===== src/rtl/riscv_wb_load_stage_pkg.sv =====
// Shared definitions for the load write-back stage: load size encoding and FSM states.
package riscv_wb_load_stage_pkg;

    localparam logic [1:0] DT_BYTE = 2'b00;
    localparam logic [1:0] DT_HALF = 2'b01;
    localparam logic [1:0] DT_WORD = 2'b10;

    typedef enum logic [1:0] {
        ST_IDLE  = 2'd0,
        ST_WAIT1 = 2'd1,
        ST_WAIT2 = 2'd2,
        ST_WRITE = 2'd3
    } wb_state_e;

endpackage


===== src/rtl/riscv_load_align.sv =====
// Combinational load aligner: merges two beats, shifts by the byte offset, extends.
// Tag output present only when WB_LOAD_DIFT_TAG_EN is defined.
module riscv_load_align
    import riscv_wb_load_stage_pkg::*;
(
    input  logic [31:0] beat0,
    input  logic [31:0] beat1,
    input  logic [1:0]  data_type,
    input  logic        sign_ext,
    input  logic [1:0]  offset,
    input  logic        misaligned,
`ifdef WB_LOAD_DIFT_TAG_EN
    input  logic [3:0]  tag0,
    input  logic [3:0]  tag1,
    output logic        tag,
`endif
    output logic [31:0] result
);

    // One 64-bit right shift covers aligned extraction and both misaligned merges.
    logic [63:0] joined;
    logic [63:0] shifted;
    logic        unused_hi;

    assign joined    = misaligned ? {beat1, beat0} : {32'b0, beat0};
    assign shifted   = joined >> {offset, 3'b000};
    assign unused_hi = ^shifted[63:32];

    always_comb begin
        result = shifted[31:0];
        case (data_type)
            DT_BYTE: result = {{24{sign_ext & shifted[7]}},  shifted[7:0]};
            DT_HALF: result = {{16{sign_ext & shifted[15]}}, shifted[15:0]};
            default: result = shifted[31:0];
        endcase
    end

`ifdef WB_LOAD_DIFT_TAG_EN
    logic [7:0] tags;
    logic [7:0] tags_sh;
    logic [3:0] mask;
    logic       unused_tag_hi;

    assign tags          = misaligned ? {tag1, tag0} : {4'b0, tag0};
    assign tags_sh       = tags >> offset;
    assign unused_tag_hi = ^tags_sh[7:4];

    always_comb begin
        mask = 4'b1111;
        case (data_type)
            DT_BYTE: mask = 4'b0001;
            DT_HALF: mask = 4'b0011;
            default: mask = 4'b1111;
        endcase
    end

    assign tag = |(tags_sh[3:0] & mask);
`endif

endmodule


===== src/rtl/riscv_wb_load_stage.sv =====
// Load write-back stage: waits for memory beats, aligns, issues one registered regfile write.
// Optional taint tracking with WB_LOAD_DIFT_TAG_EN.
module riscv_wb_load_stage
    import riscv_wb_load_stage_pkg::*;
#(
    parameter int REG_ADDR_WIDTH = 5,
    parameter int TIMEOUT_CYCLES = 256
) (
    input  logic                      clk,
    input  logic                      rst,
    input  logic                      ex_valid_i,
    input  logic                      regfile_we_i,
    input  logic [REG_ADDR_WIDTH-1:0] regfile_waddr_i,
    input  logic                      data_req_ex_i,
    input  logic [1:0]                data_type_i,
    input  logic                      data_sign_ext_i,
    input  logic [1:0]                data_addr_offset_i,
    input  logic                      data_misaligned_i,
    input  logic                      data_rvalid_i,
    input  logic [31:0]               data_rdata_i,
`ifdef WB_LOAD_DIFT_TAG_EN
    input  logic [3:0]                data_rdata_tag_i,
    output logic                      regfile_wdata_tag_o,
`endif
    output logic                      regfile_we_o,
    output logic [REG_ADDR_WIDTH-1:0] regfile_waddr_o,
    output logic [31:0]               regfile_wdata_o,
    output logic                      wb_ready_o,
    output logic                      err_o
);

    wb_state_e                 state_q, state_d;
    logic [REG_ADDR_WIDTH-1:0] waddr_q;
    logic [1:0]                type_q;
    logic                      sign_q;
    logic [1:0]                off_q;
    logic                      mis_q;
    logic [31:0]               beat0_q;
    logic [31:0]               wdata_q;
    logic                      err_q;

    logic        accept, capture, take_beat0, load_res, err_d;
    logic        waiting, timeout;
    logic [31:0] align_beat0, align_res;

    assign accept  = ex_valid_i & regfile_we_i & data_req_ex_i;
    assign waiting = (state_q == ST_WAIT1) || (state_q == ST_WAIT2);

    generate
        if (TIMEOUT_CYCLES > 0) begin : g_wdog
            localparam int CNT_W = (TIMEOUT_CYCLES > 1) ? $clog2(TIMEOUT_CYCLES) : 1;
            logic [CNT_W-1:0] wdog_q;

            assign timeout = waiting && !data_rvalid_i
                             && (wdog_q == CNT_W'(TIMEOUT_CYCLES - 1));

            always_ff @(posedge clk or posedge rst) begin
                if (rst)
                    wdog_q <= '0;
                else if (!waiting || data_rvalid_i || timeout)
                    wdog_q <= '0;
                else
                    wdog_q <= wdog_q + 1'b1;
            end
        end else begin : g_no_wdog
            assign timeout = 1'b0;
        end
    endgenerate

    always_comb begin
        state_d    = state_q;
        capture    = 1'b0;
        take_beat0 = 1'b0;
        load_res   = 1'b0;
        err_d      = 1'b0;
        case (state_q)
            ST_IDLE: begin
                err_d = data_rvalid_i;
                if (accept) begin
                    capture = 1'b1;
                    state_d = ST_WAIT1;
                end
            end
            ST_WAIT1: begin
                if (data_rvalid_i) begin
                    if (mis_q) begin
                        take_beat0 = 1'b1;
                        state_d    = ST_WAIT2;
                    end else begin
                        load_res = 1'b1;
                        state_d  = ST_WRITE;
                    end
                end else if (timeout) begin
                    err_d   = 1'b1;
                    state_d = ST_IDLE;
                end
            end
            ST_WAIT2: begin
                if (data_rvalid_i) begin
                    load_res = 1'b1;
                    state_d  = ST_WRITE;
                end else if (timeout) begin
                    err_d   = 1'b1;
                    state_d = ST_IDLE;
                end
            end
            ST_WRITE: begin
                // a new load may be accepted while the previous one is being written
                err_d = data_rvalid_i;
                if (accept) begin
                    capture = 1'b1;
                    state_d = ST_WAIT1;
                end else begin
                    state_d = ST_IDLE;
                end
            end
            default: state_d = ST_IDLE;
        endcase
    end

    assign align_beat0 = (state_q == ST_WAIT2) ? beat0_q : data_rdata_i;

`ifdef WB_LOAD_DIFT_TAG_EN
    logic [3:0] tag0_q;
    logic       tag_q;
    logic       align_tag;
    logic [3:0] align_tag0;

    assign align_tag0 = (state_q == ST_WAIT2) ? tag0_q : data_rdata_tag_i;

    always_ff @(posedge clk or posedge rst) begin
        if (rst) begin
            tag0_q <= '0;
            tag_q  <= 1'b0;
        end else begin
            if (take_beat0) tag0_q <= data_rdata_tag_i;
            if (load_res)   tag_q  <= align_tag;
        end
    end

    assign regfile_wdata_tag_o = tag_q;
`endif

    riscv_load_align u_align (
        .beat0      (align_beat0),
        .beat1      (data_rdata_i),
        .data_type  (type_q),
        .sign_ext   (sign_q),
        .offset     (off_q),
        .misaligned (mis_q),
`ifdef WB_LOAD_DIFT_TAG_EN
        .tag0       (align_tag0),
        .tag1       (data_rdata_tag_i),
        .tag        (align_tag),
`endif
        .result     (align_res)
    );

    always_ff @(posedge clk or posedge rst) begin
        if (rst) begin
            state_q <= ST_IDLE;
            waddr_q <= '0;
            type_q  <= '0;
            sign_q  <= 1'b0;
            off_q   <= '0;
            mis_q   <= 1'b0;
            beat0_q <= '0;
            wdata_q <= '0;
            err_q   <= 1'b0;
        end else begin
            state_q <= state_d;
            err_q   <= err_d;
            if (capture) begin
                waddr_q <= regfile_waddr_i;
                type_q  <= data_type_i;
                sign_q  <= data_sign_ext_i;
                off_q   <= data_addr_offset_i;
                mis_q   <= data_misaligned_i && (data_type_i != DT_BYTE);
            end
            if (take_beat0) beat0_q <= data_rdata_i;
            if (load_res)   wdata_q <= align_res;
        end
    end

    assign regfile_we_o    = (state_q == ST_WRITE);
    assign regfile_waddr_o = waddr_q;
    assign regfile_wdata_o = wdata_q;
    assign wb_ready_o      = (state_q == ST_IDLE) || (state_q == ST_WRITE);
    assign err_o           = err_q;

endmodule


===== config.mk =====
export PLATFORM = sky130hd
export DESIGN_NAME = riscv_wb_load_stage
export DESIGN_NICKNAME = d
export VERILOG_FILES = /design/src/rtl/riscv_wb_load_stage_pkg.sv /design/src/rtl/riscv_load_align.sv /design/src/rtl/riscv_wb_load_stage.sv
export SDC_FILE = /design/constraint.sdc
export NUM_CORES = 1
export LEC_CHECK = 0
export CAP_MARGIN = 30
export CORE_MARGIN = 10
export CORE_UTILIZATION = 45
export CTS_CLUSTER_DIAMETER = 80
export DETAILED_ROUTE_END_ITERATION = 8
export GPL_ROUTABILITY_DRIVEN = 0
export HOLD_SLACK_MARGIN = 0.08
export PLACE_DENSITY = 0.77
export RECOVER_POWER = 100
export SLEW_MARGIN = 0
export SYNTH_ARGS = -nofsm -noshare
export SYNTH_HDL_FRONTEND = slang
export SYNTH_SLANG_ARGS = --single-unit

===== constraint.sdc =====
create_clock -name clk -period 2.6 [get_ports clk]
set_input_delay 0.39 -clock clk [delete_from_list [all_inputs] [get_ports clk]]
set_output_delay 0.39 -clock clk [all_outputs]
set_load 0.01 [all_outputs]

==> reports/results.tsv <==
metric	value	unit
fp.dieW	124	µm
half_perimeter_wire_length_after_placement	9390	µm
clock_insertion_delay_at_the_later_pin_of_the_skew_report	370	ps
drt-total-wl	12300	µm
count_of_state_elements_after_synthesis	86	
timing_worst_setup_path_type	reg2out	
fp.coreArea	10400	µm²
cp_cell_sequence	inv_1 -> ha_1 -> inv_1 -> dlygate4sd3_1	
hold_path_startpoint	regfile_wdata_o[7]$_DFFE_PP0P_	
cp_data_arrival_time	1930	ps
cts_made_buffers	9	
final_period_minus_worst_setup_slack	2320	ps
synth.yosys.warnings	0	
transition_at_the_pin_with_the_smallest_max_transition_slack	1120	ps
vias_after_detailed_routing	3772	
r2r-start	state_q[0]$_DFFE_PP0P_	
clock_tree.htree_level_count	3	
totalNegativeSetupSlack	0	ps
numClockSinks	86	
irDropWorstVdd	0.563	mV
ctsResizeCount	0	
synth_nets	485	
cpMaxStageDelayCell	sky130_fd_sc_hd__dlygate4sd3_1	
worst_setup_startpoint	state_q[0]$_DFFE_PP0P_	
reg2reg_setup_slack	310	ps
drive_above_1_share	0.186	
viasPerCell	5.82	
regToRegEndpoint	regfile_wdata_o[18]$_DFFE_PP0P_	
pin_count_of_the_biggest_net_entering_global_routing	87	
fin_nets	563	
power.static_leakage	0.00239	µW
grt_overflow	0	
avgRoutedWirePerCell	19.0	µm
post_synth_inst_count	430	
floorplan.die_area	15400	µm²
synth.lib_cells_used.distinct	43	
syn_avg_cell_area	11.3	µm²
fin_area	5990	µm²
chipHeight	124	µm
drc	0	
worstPathMaxFanout	4	
grt_pass1_wl	19500	µm
worst_r2r_path_depth	7	
timing.max_cap.violations	0	
setup_viol_count_final	0	
count_of_input_and_output_buffers	88	
clockBufferDepth	2	
area.growth.synth_to_final	23.4	%
clock_tree_from_tritoncts	yes	
placedInstanceArea	5830	µm²
start_util	0.467	
fin_skew	15.3	ps
preCtsSetupSlack	365	ps
cts_post_setup_buffers_inserted	0	
diodes	0	
synth_ff_type	sky130_fd_sc_hd__dfrtp_1	
cp_common_cell	sky130_fd_sc_hd__inv_1	
kind_of_end_point_of_the_critical_path	primary output	
relSlewSlack	0.252	
slew_viol_final	0	
detail-route-antenna-nets	0	
timing.critical_path.slowest_cell_delay	630	ps
antenna_violations_before_repair	0	
total_number_of_placement_rows	37	
setup_repair_after_global_routing_missed_its_margin	no	
timing_hold_violations_final	0	
grt_pass1_vias	3751	
post_cts_hold_buffer_count	0	
drt_first_iter_violations	328	
boundary_pins	89	
syn_std_cell_area	4860	µm²
p_per_cell_area	1180	nW/µm²
synth-edff-count	0	
crit_path_start_kind	flip-flop	
clk_transition_reported_paths	80	ps
synth-seq-area-share	0.443	
drtPass1Iterations	7	
finalCritPeriodShare	0.894	
root_buf_cell	sky130_fd_sc_hd__clkbuf_8	
synth-async-reset-ratio	1.00	
worst_ep_required_time	2210	ps
setup.worst_path.end	wb_ready_o	
fmaxAchievable	430	MHz
setup_ws_final	276	ps
worst_hold_path_type	reg2reg	
grt_util_all_layers	0.161	
status	completed	
## routing by layer
layer | wire length [µm] | GRT usage
met1 | 5360 | 0.220
met2 | 5790 | 0.247
met3 | 995 | 0.0421
met4 | 174 | 0.0489
met5 | 0 | 0
## cells by family after synthesis
logic type,share of synthesized area
adder cells (fa/ha/maj),0.0154
multiplexers,0.260
AO/OA/AOI/OAI,0.137
XOR/XNOR,0.00901
AND/OR/NAND/NOR,0.0899
buffers and inverters,0.0458
flip-flops,0.443
## layout by cell type, fill, tap and decap left out, types with 2 or more instances in the layout
| cell type | n |
|---|---|
| sky130_fd_sc_hd__mux2_2 | 42 |
| sky130_fd_sc_hd__clkbuf_1 | 2 |
| sky130_fd_sc_hd__clkdlybuf4s50_1 | 47 |
| sky130_fd_sc_hd__a22oi_2 | 3 |
| sky130_fd_sc_hd__dfrtp_1 | 85 |
| sky130_fd_sc_hd__nor2_1 | 44 |
| sky130_fd_sc_hd__o21ai_0 | 33 |
| sky130_fd_sc_hd__o211ai_1 | 5 |
| sky130_fd_sc_hd__inv_1 | 6 |
| sky130_fd_sc_hd__o21ai_1 | 3 |
| sky130_fd_sc_hd__clkinvlp_4 | 3 |
| sky130_fd_sc_hd__xor2_1 | 2 |
| sky130_fd_sc_hd__a31oi_1 | 14 |
| sky130_fd_sc_hd__clkbuf_8 | 10 |
| sky130_fd_sc_hd__nand2b_1 | 4 |
| sky130_fd_sc_hd__o221ai_1 | 3 |
| sky130_fd_sc_hd__nor2b_1 | 3 |
| sky130_fd_sc_hd__nand2_1 | 24 |
| sky130_fd_sc_hd__or3_1 | 3 |
| sky130_fd_sc_hd__mux2i_1 | 48 |
| sky130_fd_sc_hd__nand3b_1 | 2 |
| sky130_fd_sc_hd__buf_4 | 5 |
| sky130_fd_sc_hd__xnor2_1 | 3 |
| sky130_fd_sc_hd__nand3_1 | 14 |
| sky130_fd_sc_hd__o22ai_1 | 8 |
| sky130_fd_sc_hd__o22a_1 | 6 |
| sky130_fd_sc_hd__ha_1 | 5 |
| sky130_fd_sc_hd__a31oi_2 | 8 |
| sky130_fd_sc_hd__dlygate4sd3_1 | 41 |
| sky130_fd_sc_hd__buf_12 | 2 |
| sky130_fd_sc_hd__mux4_2 | 13 |
| sky130_fd_sc_hd__a21oi_1 | 5 |
## cells in the mapped netlist, types with 7 or more instances
cell,n,area [µm²]
sky130_fd_sc_hd__dfrtp_1,86,2150
sky130_fd_sc_hd__o21ai_0,29,145
sky130_fd_sc_hd__a31oi_2,8,100
sky130_fd_sc_hd__o21ai_1,7,35.0
sky130_fd_sc_hd__nand3_1,14,70.1
sky130_fd_sc_hd__inv_1,7,26.3
sky130_fd_sc_hd__mux2_2,42,473
sky130_fd_sc_hd__nand2_1,24,90.1
sky130_fd_sc_hd__buf_2,12,60.1
sky130_fd_sc_hd__mux2i_1,47,470
sky130_fd_sc_hd__clkbuf_1,9,33.8
sky130_fd_sc_hd__o22ai_1,8,50.1
sky130_fd_sc_hd__a31oi_1,14,87.6
sky130_fd_sc_hd__nor2_1,44,165
sky130_fd_sc_hd__mux4_2,13,293
## worst min-delay path by stage
stage | to | slack (ps) | cells after the start
after floorplan | g_wdog.wdog_q[0]$_DFF_PP0_ | 450 | 1
after detailed placement | regfile_wdata_o[7]$_DFFE_PP0P_ | 470 | 2
after CTS | g_wdog.wdog_q[0]$_DFF_PP0_ | 480 | 1
after global routing | regfile_wdata_o[7]$_DFFE_PP0P_ | 500 | 2
final | regfile_wdata_o[7]$_DFFE_PP0P_ | 480 | 2
after global placement | g_wdog.wdog_q[0]$_DFF_PP0_ | 470 | 1
## registers in the layout, summed over array words and instances (netlist names)
name             cells
type_q               2
regfile_waddr_o      5
beat0_q             32
off_q                2
sign_q               1
state_q              2
mis_q                1
regfile_wdata_o     32
err_o                1
g_wdog.wdog_q        8
## critical path: cells and delay by family (launching register included)
kind | cells | cell delay, ps
DFF | 1 | 400
adders and majority gates | 1 | 350
buffers and inverters | 3 | 830
## power breakdown
group	switching (µW)	leakage (µW)	internal, µW
sequential	509	0.00105	1970
combinational	1830	0.00125	1830
clock	467	0.0000887	466
## through the flow
step,util,hold WS [ps],total power (µW),cells
after global routing,0.575,501,7550,648
final,0.575,478,7070,648
after floorplan,-,455,4960,430
after CTS,0.578,484,7250,648
after global placement,0.559,468,6180,633
after detailed placement,0.559,466,6330,633
## layout make-up
| class | instances | area, µm² |
|---|---|---|
| Clock buffer | 12 | 145 |
| Tap cell | 136 | 170 |
| Sequential cell | 86 | 2150 |
| Clock inverter | 3 | 45.0 |
| Inverter | 7 | 30.0 |
| Timing Repair Buffer | 97 | 971 |
| Multi-Input combinational cell | 307 | 2480 |
| Fill cell | 888 | 4420 |
Note: power is estimated with default switching activity, not from simulation.
